<file path="src/rtl/lsi_pkg.sv">
// Shared definitions for both ends of the low-speed serial interface.
// Field widths, the frame state set and the stop-bit encoding.
package lsi_pkg;

  localparam int LSI_ADDR_W = 8;
  localparam int LSI_DATA_W = 32;

  // mosi level during the stop bit-cycle: commit a write or request a read
  localparam logic STOP_MOSI_WRITE = 1'b0;
  localparam logic STOP_MOSI_READ  = 1'b1;

  typedef enum logic [2:0] {
    IDLE,
    ADDR,
    WDATA,
    STOP,
    RDATA
  } lsi_state_e;

  // Index of the final bit-cycle spent in a frame state.
  function automatic logic [5:0] state_last_bit(input lsi_state_e s);
    case (s)
      ADDR:    state_last_bit = 6'(LSI_ADDR_W - 1);
      WDATA:   state_last_bit = 6'(LSI_DATA_W - 1);
      RDATA:   state_last_bit = 6'(LSI_DATA_W - 1);
      default: state_last_bit = 6'd0;
    endcase
  endfunction

endpackage

</file>
<file path="src/rtl/lsi_clkgen.sv">
// Serial clock generator: CLK_DIV cycles low then CLK_DIV cycles high per bit-cycle.
// rise_tick/fall_tick flag the clk cycle whose closing edge flips lsi_clk.
module lsi_clkgen #(
  parameter int CLK_DIV = 4
) (
  input  logic clk,
  input  logic reset_in_n,
  input  logic enable,
  input  logic clear,
  output logic lsi_clk,
  output logic rise_tick,
  output logic fall_tick
);

  localparam logic [7:0] DIV_LAST = 8'(CLK_DIV - 1);

  logic [7:0] div_cnt_reg;
  logic       lsi_clk_reg;
  logic       wrap;

  assign wrap      = enable && !clear && (div_cnt_reg == DIV_LAST);
  assign rise_tick = wrap && !lsi_clk_reg;
  assign fall_tick = wrap && lsi_clk_reg;
  assign lsi_clk   = lsi_clk_reg;

  always_ff @(posedge clk) begin
    if (!reset_in_n || clear) begin
      div_cnt_reg <= 8'd0;
      lsi_clk_reg <= 1'b0;
    end else if (enable) begin
      if (div_cnt_reg == DIV_LAST) begin
        div_cnt_reg <= 8'd0;
        lsi_clk_reg <= !lsi_clk_reg;
      end else begin
        div_cnt_reg <= div_cnt_reg + 8'd1;
      end
    end
  end

endmodule

</file>
<file path="src/rtl/lsi_master.sv">
// LSI initiator: serialises register write/read commands onto lsi_clk/mosi/stop
// and collects read data from lsi_miso.
module lsi_master
  import lsi_pkg::*;
#(
  parameter int CLK_DIV = 4
) (
  input  logic                  clk,
  input  logic                  reset_in_n,
  input  logic                  cmd_valid,
  output logic                  cmd_ready,
  input  logic                  cmd_write,
  input  logic [LSI_ADDR_W-1:0] cmd_addr,
  input  logic [LSI_DATA_W-1:0] cmd_data,
  output logic                  rsp_valid,
  output logic [LSI_DATA_W-1:0] rsp_data,
  output logic                  lsi_clk,
  output logic                  lsi_mosi,
  input  logic                  lsi_miso,
  output logic                  lsi_stop
);

  lsi_state_e            state_reg;
  logic [5:0]            bit_cnt_reg;
  logic                  write_reg;
  logic [LSI_ADDR_W-1:0] addr_sr_reg;
  logic [LSI_DATA_W-1:0] data_sr_reg;
  logic [LSI_DATA_W-1:0] rd_sr_reg;
  logic                  cmd_ready_reg;
  logic                  rsp_valid_reg;
  logic [LSI_DATA_W-1:0] rsp_data_reg;
  logic                  mosi_reg;
  logic                  stop_reg;

  logic rise_tick;
  logic fall_tick;
  logic accept;
  logic last_bit;
  logic busy;

  assign busy     = (state_reg != IDLE);
  assign accept   = cmd_valid && cmd_ready_reg;
  assign last_bit = (bit_cnt_reg == state_last_bit(state_reg));

  // The divider is held cleared while idle so every frame starts with a full low half-period.
  lsi_clkgen #(
    .CLK_DIV (CLK_DIV)
  ) u_clkgen (
    .clk        (clk),
    .reset_in_n (reset_in_n),
    .enable     (busy),
    .clear      (!busy),
    .lsi_clk    (lsi_clk),
    .rise_tick  (rise_tick),
    .fall_tick  (fall_tick)
  );

  always_ff @(posedge clk) begin
    if (!reset_in_n) begin
      state_reg     <= IDLE;
      bit_cnt_reg   <= 6'd0;
      write_reg     <= 1'b0;
      addr_sr_reg   <= '0;
      data_sr_reg   <= '0;
      rd_sr_reg     <= '0;
      cmd_ready_reg <= 1'b1;
      rsp_valid_reg <= 1'b0;
      rsp_data_reg  <= '0;
      mosi_reg      <= 1'b0;
      stop_reg      <= 1'b0;
    end else begin
      rsp_valid_reg <= 1'b0;

      if (rise_tick && state_reg == RDATA) begin
        rd_sr_reg <= {lsi_miso, rd_sr_reg[LSI_DATA_W-1:1]};
      end

      if (state_reg == IDLE) begin
        if (accept) begin
          write_reg     <= cmd_write;
          addr_sr_reg   <= cmd_addr;
          data_sr_reg   <= cmd_data;
          cmd_ready_reg <= 1'b0;
          mosi_reg      <= cmd_addr[0];
          bit_cnt_reg   <= 6'd0;
          state_reg     <= ADDR;
        end
      end else if (fall_tick) begin
        bit_cnt_reg <= last_bit ? 6'd0 : bit_cnt_reg + 6'd1;

        case (state_reg)
          ADDR: begin
            if (!last_bit) begin
              addr_sr_reg <= addr_sr_reg >> 1;
              mosi_reg    <= addr_sr_reg[1];
            end else if (write_reg) begin
              state_reg <= WDATA;
              mosi_reg  <= data_sr_reg[0];
            end else begin
              state_reg <= STOP;
              stop_reg  <= 1'b1;
              mosi_reg  <= STOP_MOSI_READ;
            end
          end
          WDATA: begin
            if (!last_bit) begin
              data_sr_reg <= data_sr_reg >> 1;
              mosi_reg    <= data_sr_reg[1];
            end else begin
              state_reg <= STOP;
              stop_reg  <= 1'b1;
              mosi_reg  <= STOP_MOSI_WRITE;
            end
          end
          STOP: begin
            stop_reg <= 1'b0;
            mosi_reg <= 1'b0;
            if (write_reg) begin
              state_reg     <= IDLE;
              cmd_ready_reg <= 1'b1;
            end else begin
              state_reg <= RDATA;
            end
          end
          RDATA: begin
            // the 32nd miso sample was taken on the preceding rising edge
            if (last_bit) begin
              state_reg     <= IDLE;
              cmd_ready_reg <= 1'b1;
              rsp_valid_reg <= 1'b1;
              rsp_data_reg  <= rd_sr_reg;
            end
          end
          default: state_reg <= IDLE;
        endcase
      end
    end
  end

  assign cmd_ready = cmd_ready_reg;
  assign rsp_valid = rsp_valid_reg;
  assign rsp_data  = rsp_data_reg;
  assign lsi_mosi  = mosi_reg;
  assign lsi_stop  = stop_reg;

endmodule

</file>
<file path="config.mk">
export PLATFORM = sky130hd
export DESIGN_NAME = lsi_master
export DESIGN_NICKNAME = d
export VERILOG_FILES = /design/src/rtl/lsi_pkg.sv /design/src/rtl/lsi_clkgen.sv /design/src/rtl/lsi_master.sv
export SDC_FILE = /design/constraint.sdc
export NUM_CORES = 1
export LEC_CHECK = 0
export ABC_AREA = 1
export CAP_MARGIN = 20
export CORE_UTILIZATION = 54
export CTS_CLUSTER_SIZE = 25
export DETAILED_ROUTE_END_ITERATION = 10
export PLACE_DENSITY = 0.79
export SYNTH_ARGS = -nofsm -noshare
export SYNTH_HDL_FRONTEND = slang
export SYNTH_SLANG_ARGS = --single-unit
</file>
<file path="constraint.sdc">
create_clock -name clk -period 2.32 [get_ports clk]
set_input_delay 0.464 -clock clk [delete_from_list [all_inputs] [get_ports clk]]
set_output_delay 0.464 -clock clk [all_outputs]
set_load 0.01 [all_outputs]
</file>
==> metrics.csv <==
metric,value,unit
path_buf_inv,1,
clk_latency,0.52,ns
fmax,0.460,GHz
cts.path.max_buffers,2,
grt_max_degree,41,
p_sw_share,40.5,%
intPower,5.12,mW
final_hold_viol_count,0,
dp.cells,998,
critical_path.most_common_cell,nand2_1,
status,finished clean,
p_switching,3.49,mW
die_area,10800,µm²
grt_pass1_wl,23000,µm
startpoint_type,flop,
clkSinkCount,126,
globalRouteOverflowTotal,0,
ir_worst_vdd,0.851,mV
antennaDiodeCount,0,
ys_ff_latch,126,
cts_buffers,17,
path_cells,nor2_4 -> nand2_1 -> nand2_1 -> nand2_1 -> nand2_2 -> nand3_1 -> buf_4 -> nand3b_1 -> nand2_1 -> nor2_1,
yosysSeqAreaShare,45.1,%
rsz0062_at_grt,no,
io_buffers,81,
hp-class,in -> reg,
timing.setup.tns,0,ns
final_common_cell,nand2_1,
worst-setup-path-type,reg -> reg,
yosysUniqueCellTypes,26,
htreeDepth,4,
initialDrtViolationCount,272,
routabilityCongestion,0.907,
worstPathArrival,2.63,ns
grt.total_usage,26.1,%
clkPwrFrac,29.7,%
syn_nets,863,
slowest_delay,0.39,ns
seqPwrFrac,31.9,%
wire_per_inst,13.2,µm
required,2.77,ns
rows,36,
place_hpwl,8740,µm
syn-cell-area,5600,µm²
viasPerCell,5.29,
antenna_found_initial,0,
yosys_warnings,0,
drtPass1Iterations,8,
slew_headroom,61.4,%
cts_setup_buffers,0,
drv_cap,0,
power_frac_comb,38.4,%
final_cell_mix,"239 x nand2_1, 167 x nor2_1, 126 x dfxtp_1, 80 x clkdlybuf4s50_1, 54 x a21oi_1",
die_h,104,µm
min_period_over_period,93.6,%
synthCells,816,
drive_above_1_share,7.58,%
crit_path_top_delay_cell,dfxtp_1,
whs,0.409,ns
core_area,9910,µm²
syn_to_final_growth,25.3,%
syn_avg_cell_area,6.86,µm²
final.min_clock_period,2.17,ns
endpoint_kind,flop,
root_buffer,clkbuf_8,
final_nets,931,
path_delay_family,simple AND/OR/NAND/NOR gates,
crit_fanout,31,
clkTransAtPathRegs,0.06,ns
slew_violations,0,
initial_utilization,56.5,%
cts_hold_buffers,0,
ant_nets,0,
fin_worst_skew,0.0111,ns
power.density,1230,nW/µm²
final_cells,1030,
grt_pass1_vias,5100,
wirelength,13600,µm
die_x,104,µm
ios,82,
remaining_drc_errors,0,
cts_tree,done,
setup_viol,0,
worst-slew-pin-transition,0.578,ns
cts_resized,0,
vias,5446,
p_leak,3.06,nW
## layout make-up
class / instances / area, µm²
inverters: 39 / 146
fillers: 771 / 2900
flip-flops and latches: 126 / 2520
clock buffers: 18 / 428
repair buffers: 96 / 931
multi-input cells: 604 / 2670
clock inverters: 14 / 145
well taps: 133 / 166
## power by group through the flow
stage	sequential, mW	combinational, mW	clock, mW
5_1_grt	2.79	3.71	2.69
6_report	2.75	3.30	2.56
2_1_floorplan	2.74	2.64	0
4_1_cts	2.75	3.28	2.59
3_3_place_gp	2.77	3.15	0
3_5_place_dp	2.79	3.23	0
## cell usage after synthesis
| cell type | count | share of area, % |
|---|---|---|
| a21oi_1 | 54 | 4.8 |
| and3_1 | 3 | 0.34 |
| buf_1 | 1 | 0.067 |
| buf_2 | 18 | 1.6 |
| buf_4 | 3 | 0.40 |
| buf_6 | 6 | 1.2 |
| clkbuf_1 | 19 | 1.3 |
| clkinv_1 | 1 | 0.067 |
| dfxtp_1 | 126 | 45 |
| ha_1 | 2 | 0.45 |
| inv_1 | 30 | 2.0 |
| inv_2 | 8 | 0.54 |
| nand2_1 | 239 | 16 |
| nand2_2 | 3 | 0.34 |
| nand2_4 | 1 | 0.20 |
| nand3_1 | 44 | 3.9 |
| nand3_2 | 2 | 0.36 |
| nand3b_1 | 31 | 4.2 |
| nand4_1 | 5 | 0.56 |
| nor2_1 | 167 | 11 |
| nor2_2 | 3 | 0.34 |
| nor2_4 | 3 | 0.60 |
| nor3_1 | 4 | 0.36 |
| o21ai_0 | 37 | 3.3 |
| o21ai_1 | 3 | 0.27 |
| xor2_1 | 3 | 0.47 |
## kinds of logic (layout without fill, tap and decap cells)
kind of cell	Yosys count	after routing	synth area share, %
and+or+nand+nor	505	505	38.4
DFF	126	126	45.1
buffers and inverters	86	167	7.18
xor gates and xnor gates	3	3	0.470
adders and majority gates	2	2	0.447
AOI/OAI and AO/OA	94	94	8.41
## path summary, 6_finish.rpt
path	slack, ns	cells past startpoint	to	from
worst max-delay path	0.15	10	data_sr_reg[27]	state_reg[2]
worst min-delay path	0.41	5	u_clkgen.div_cnt_reg[1]	reset_in_n
worst max register to register	0.15	10	data_sr_reg[27]	state_reg[2]
worst min register to register	0.45	2	lsi_stop	lsi_stop
## metal layers
| metal | GRT usage [%] | share of wire [%] |
|---|---|---|
| met5 | 0 | 0 |
| met3 | 6.54 | 6.7 |
| met1 | 31.4 | 42 |
| met2 | 44.8 | 49 |
| met4 | 9.69 | 1.5 |
## stage by stage
stage / power [mW] / util (%) / setup slack [ns] / instance area, µm²
2_1_floorplan: 5.38 / - / 0.672 / 5600
3_3_place_gp: 5.92 / 65.0 / 0.310 / 6440
3_5_place_dp: 6.02 / 65.0 / 0.241 / 6440
4_1_cts: 8.61 / 70.7 / 0.161 / 7010
5_1_grt: 9.20 / 70.7 / 0.00183 / 7010
6_report: 8.61 / 70.7 / 0.148 / 7010
## tightest hold or removal path: stages
cell	delay [ns]
buf_2	0.12
inv_1	0.07
nor2_1	0.05
inv_1	0.13
nor2_1	0.05
Note: power is estimated with default switching activity, not from simulation.
==> patch: new RTL, same settings <==
The package constant `LSI_DATA_W` goes from 32 to 48.
--- a/src/rtl/lsi_pkg.sv
+++ b/src/rtl/lsi_pkg.sv
@@ -3,7 +3,7 @@
 package lsi_pkg;
 
   localparam int LSI_ADDR_W = 8;
-  localparam int LSI_DATA_W = 32;
+  localparam int LSI_DATA_W = 48;
 
   // mosi level during the stop bit-cycle: commit a write or request a read
   localparam logic STOP_MOSI_WRITE = 1'b0;
Interface: changed (resized cmd_data and rsp_data); port bits go from 82 to 114. No check against the original RTL was run, so the function may have changed too.
==> patch against the original RTL <==
- routed wire length rose by 29%
- setup slack improved by 0.086 ns
- clock power rose by 5%
- synthesized area rose by 32%
- final area rose by 30%
- power rose by 3.2%
- largest power group is now sequential cells
- maximum frequency rose by 4.1%
- non-clock buffer count rose by 38
- sequential cell count rose by 48
==> patch: results (changes against the original RTL) <==
The placed standard-cell area came out at 8590 sq um (was 6440 sq um). The actual slew at the worst max-slew pin was 0.526 ns (was 0.578 ns). The worst vdd rail ir drop came to 621 uV (was 851 uV). Cell types with the highest counts after synthesis: 307 x nand2_1, 174 x dfxtp_1, 133 x nor2_1 (was 239 x nand2_1, 167 x nor2_1, 126 x dfxtp_1). The detailed-route wire length per cell is 13.4 um (was 13.2 um). The setup slack at placement came out at 0.115 ns (was 0.241 ns). The final setup slack of the worst path came out at 0.233 ns (was 0.148 ns). The fill cell total of the finished layout came out at 1132 (was 771). The destination of the worst register-to-register timing path is data_sr_reg[20] (was data_sr_reg[27]). The number of global-route vias before repair came to 6118 (was 5100). The clock root buffer was clkbuf_16 (was clkbuf_8). Status: completed (unchanged). The distinct cell type count after synthesis is 28 (was 26). The detailed router's first-iteration violation count is 608 (was 272).

The net count of the finished layout is 1181 (was 931). The sequential element share of the synthesized area came out at 47.1% (was 45.1%). The insertion delay of the later-clocked pin in the worst-skew pair is 0.43 ns (was 0.52 ns). The fraction of layout instances using a drive strength above 1 is 6.11% (was 7.58%). The leakage power came out at 0.00374 uW (was 0.00306 uW). The number of cells on the worst reg-to-reg path is 9 (was 10).

The number of iterations in the first detailed-routing pass came out at 5 (was 8). The all-layer global routing usage is 24.8% (was 26.1%). The startpoint of the tightest hold check path was u_clkgen.div_cnt_reg[0] (was reset_in_n). The critical path data arrival time came out at 2.44 ns (was 2.63 ns). The switching portion of total power is 36.7% (was 40.5%).
patch: cell types whose count changed in the layout (fill, tap and decap cells not counted), moves of 32 or more:
| cell | change |
|---|---|
| dfxtp_1 | +48 |
| clkdlybuf4s50_1 | +32 |
| nand2_1 | +67 |
| a21oi_1 | +64 |
| nor2_1 | -34 |
| nand4_1 | +50 |
patch: stage by stage:
stage | instances | util, %
floorplan | 1041 | -
CTS | 1306 | 68.8
global placement | 1275 | 64.6
detailed placement | 1275 | 64.6
global route | 1306 | 68.8
finish | 1306 | 68.8
patch: worst max-delay path by stage:
stage                     cells after the start         endpoint                     from
after detailed placement                     11   bit_cnt_reg[5]                cmd_valid
after global placement                       11   bit_cnt_reg[5]                cmd_valid
after floorplan                              10     rsp_data[38]  u_clkgen.div_cnt_reg[0]
after global routing                          9  data_sr_reg[20]             state_reg[2]
final                                         9  data_sr_reg[20]             state_reg[2]
after CTS                                     9  data_sr_reg[20]             state_reg[2]
patch: cell families (layout without fill, tap and decap cells):
logic type	Yosys count	in the layout	share of synthesized area, %
flops	174	174	47.1
buf+inv	109	198	6.75
xor+xnor	2	2	0.237
fa+ha+maj	2	2	0.338
compound gates	176	176	12.1
simple gates	578	578	33.5
patch: worst reg2reg max path, stage by stage (launching register included):
cell and delay (ns):
dfxtp_1 0.53, inv_1 0.15, nand3_1 0.18, nand3_2 0.11, a21oi_4 0.21, nand3_2 0.14, nand3_2 0.24, buf_4 0.27
nand2_1 0.08, a21oi_1 0.13
patch: final cells by class:
cell class	count	area (sq um)	area share (%)
Tap cell	176	220	2.41
Clock buffer	18	439	4.80
Sequential cell	174	3480	38.1
Inverter	33	124	1.35
Clock inverter	13	116	1.27
Multi-Input combinational cell	758	3420	37.4
Timing Repair Buffer	134	1350	14.7
patch: power groups by stage:
stage	logic, uW	clock network (uW)	registers, uW
after CTS	2770	2720	3410
after floorplan	2100	0	3440
final	2780	2690	3420
after detailed placement	2750	0	3480
after global routing	3110	2860	3450
after global placement	2740	0	3470
patch: metal layers:
| metal | track usage [%] | up-vias | part of all wire (%) |
|---|---|---|---|
| met5 | 0 | - | 0 |
| met4 | 8.15 | 0 | 1.3 |
| met3 | 4.74 | 18 | 5.7 |
| met2 | 40.0 | 198 | 47 |
| met1 | 33.2 | 3182 | 46 |
| li1 | - | 3571 | - |
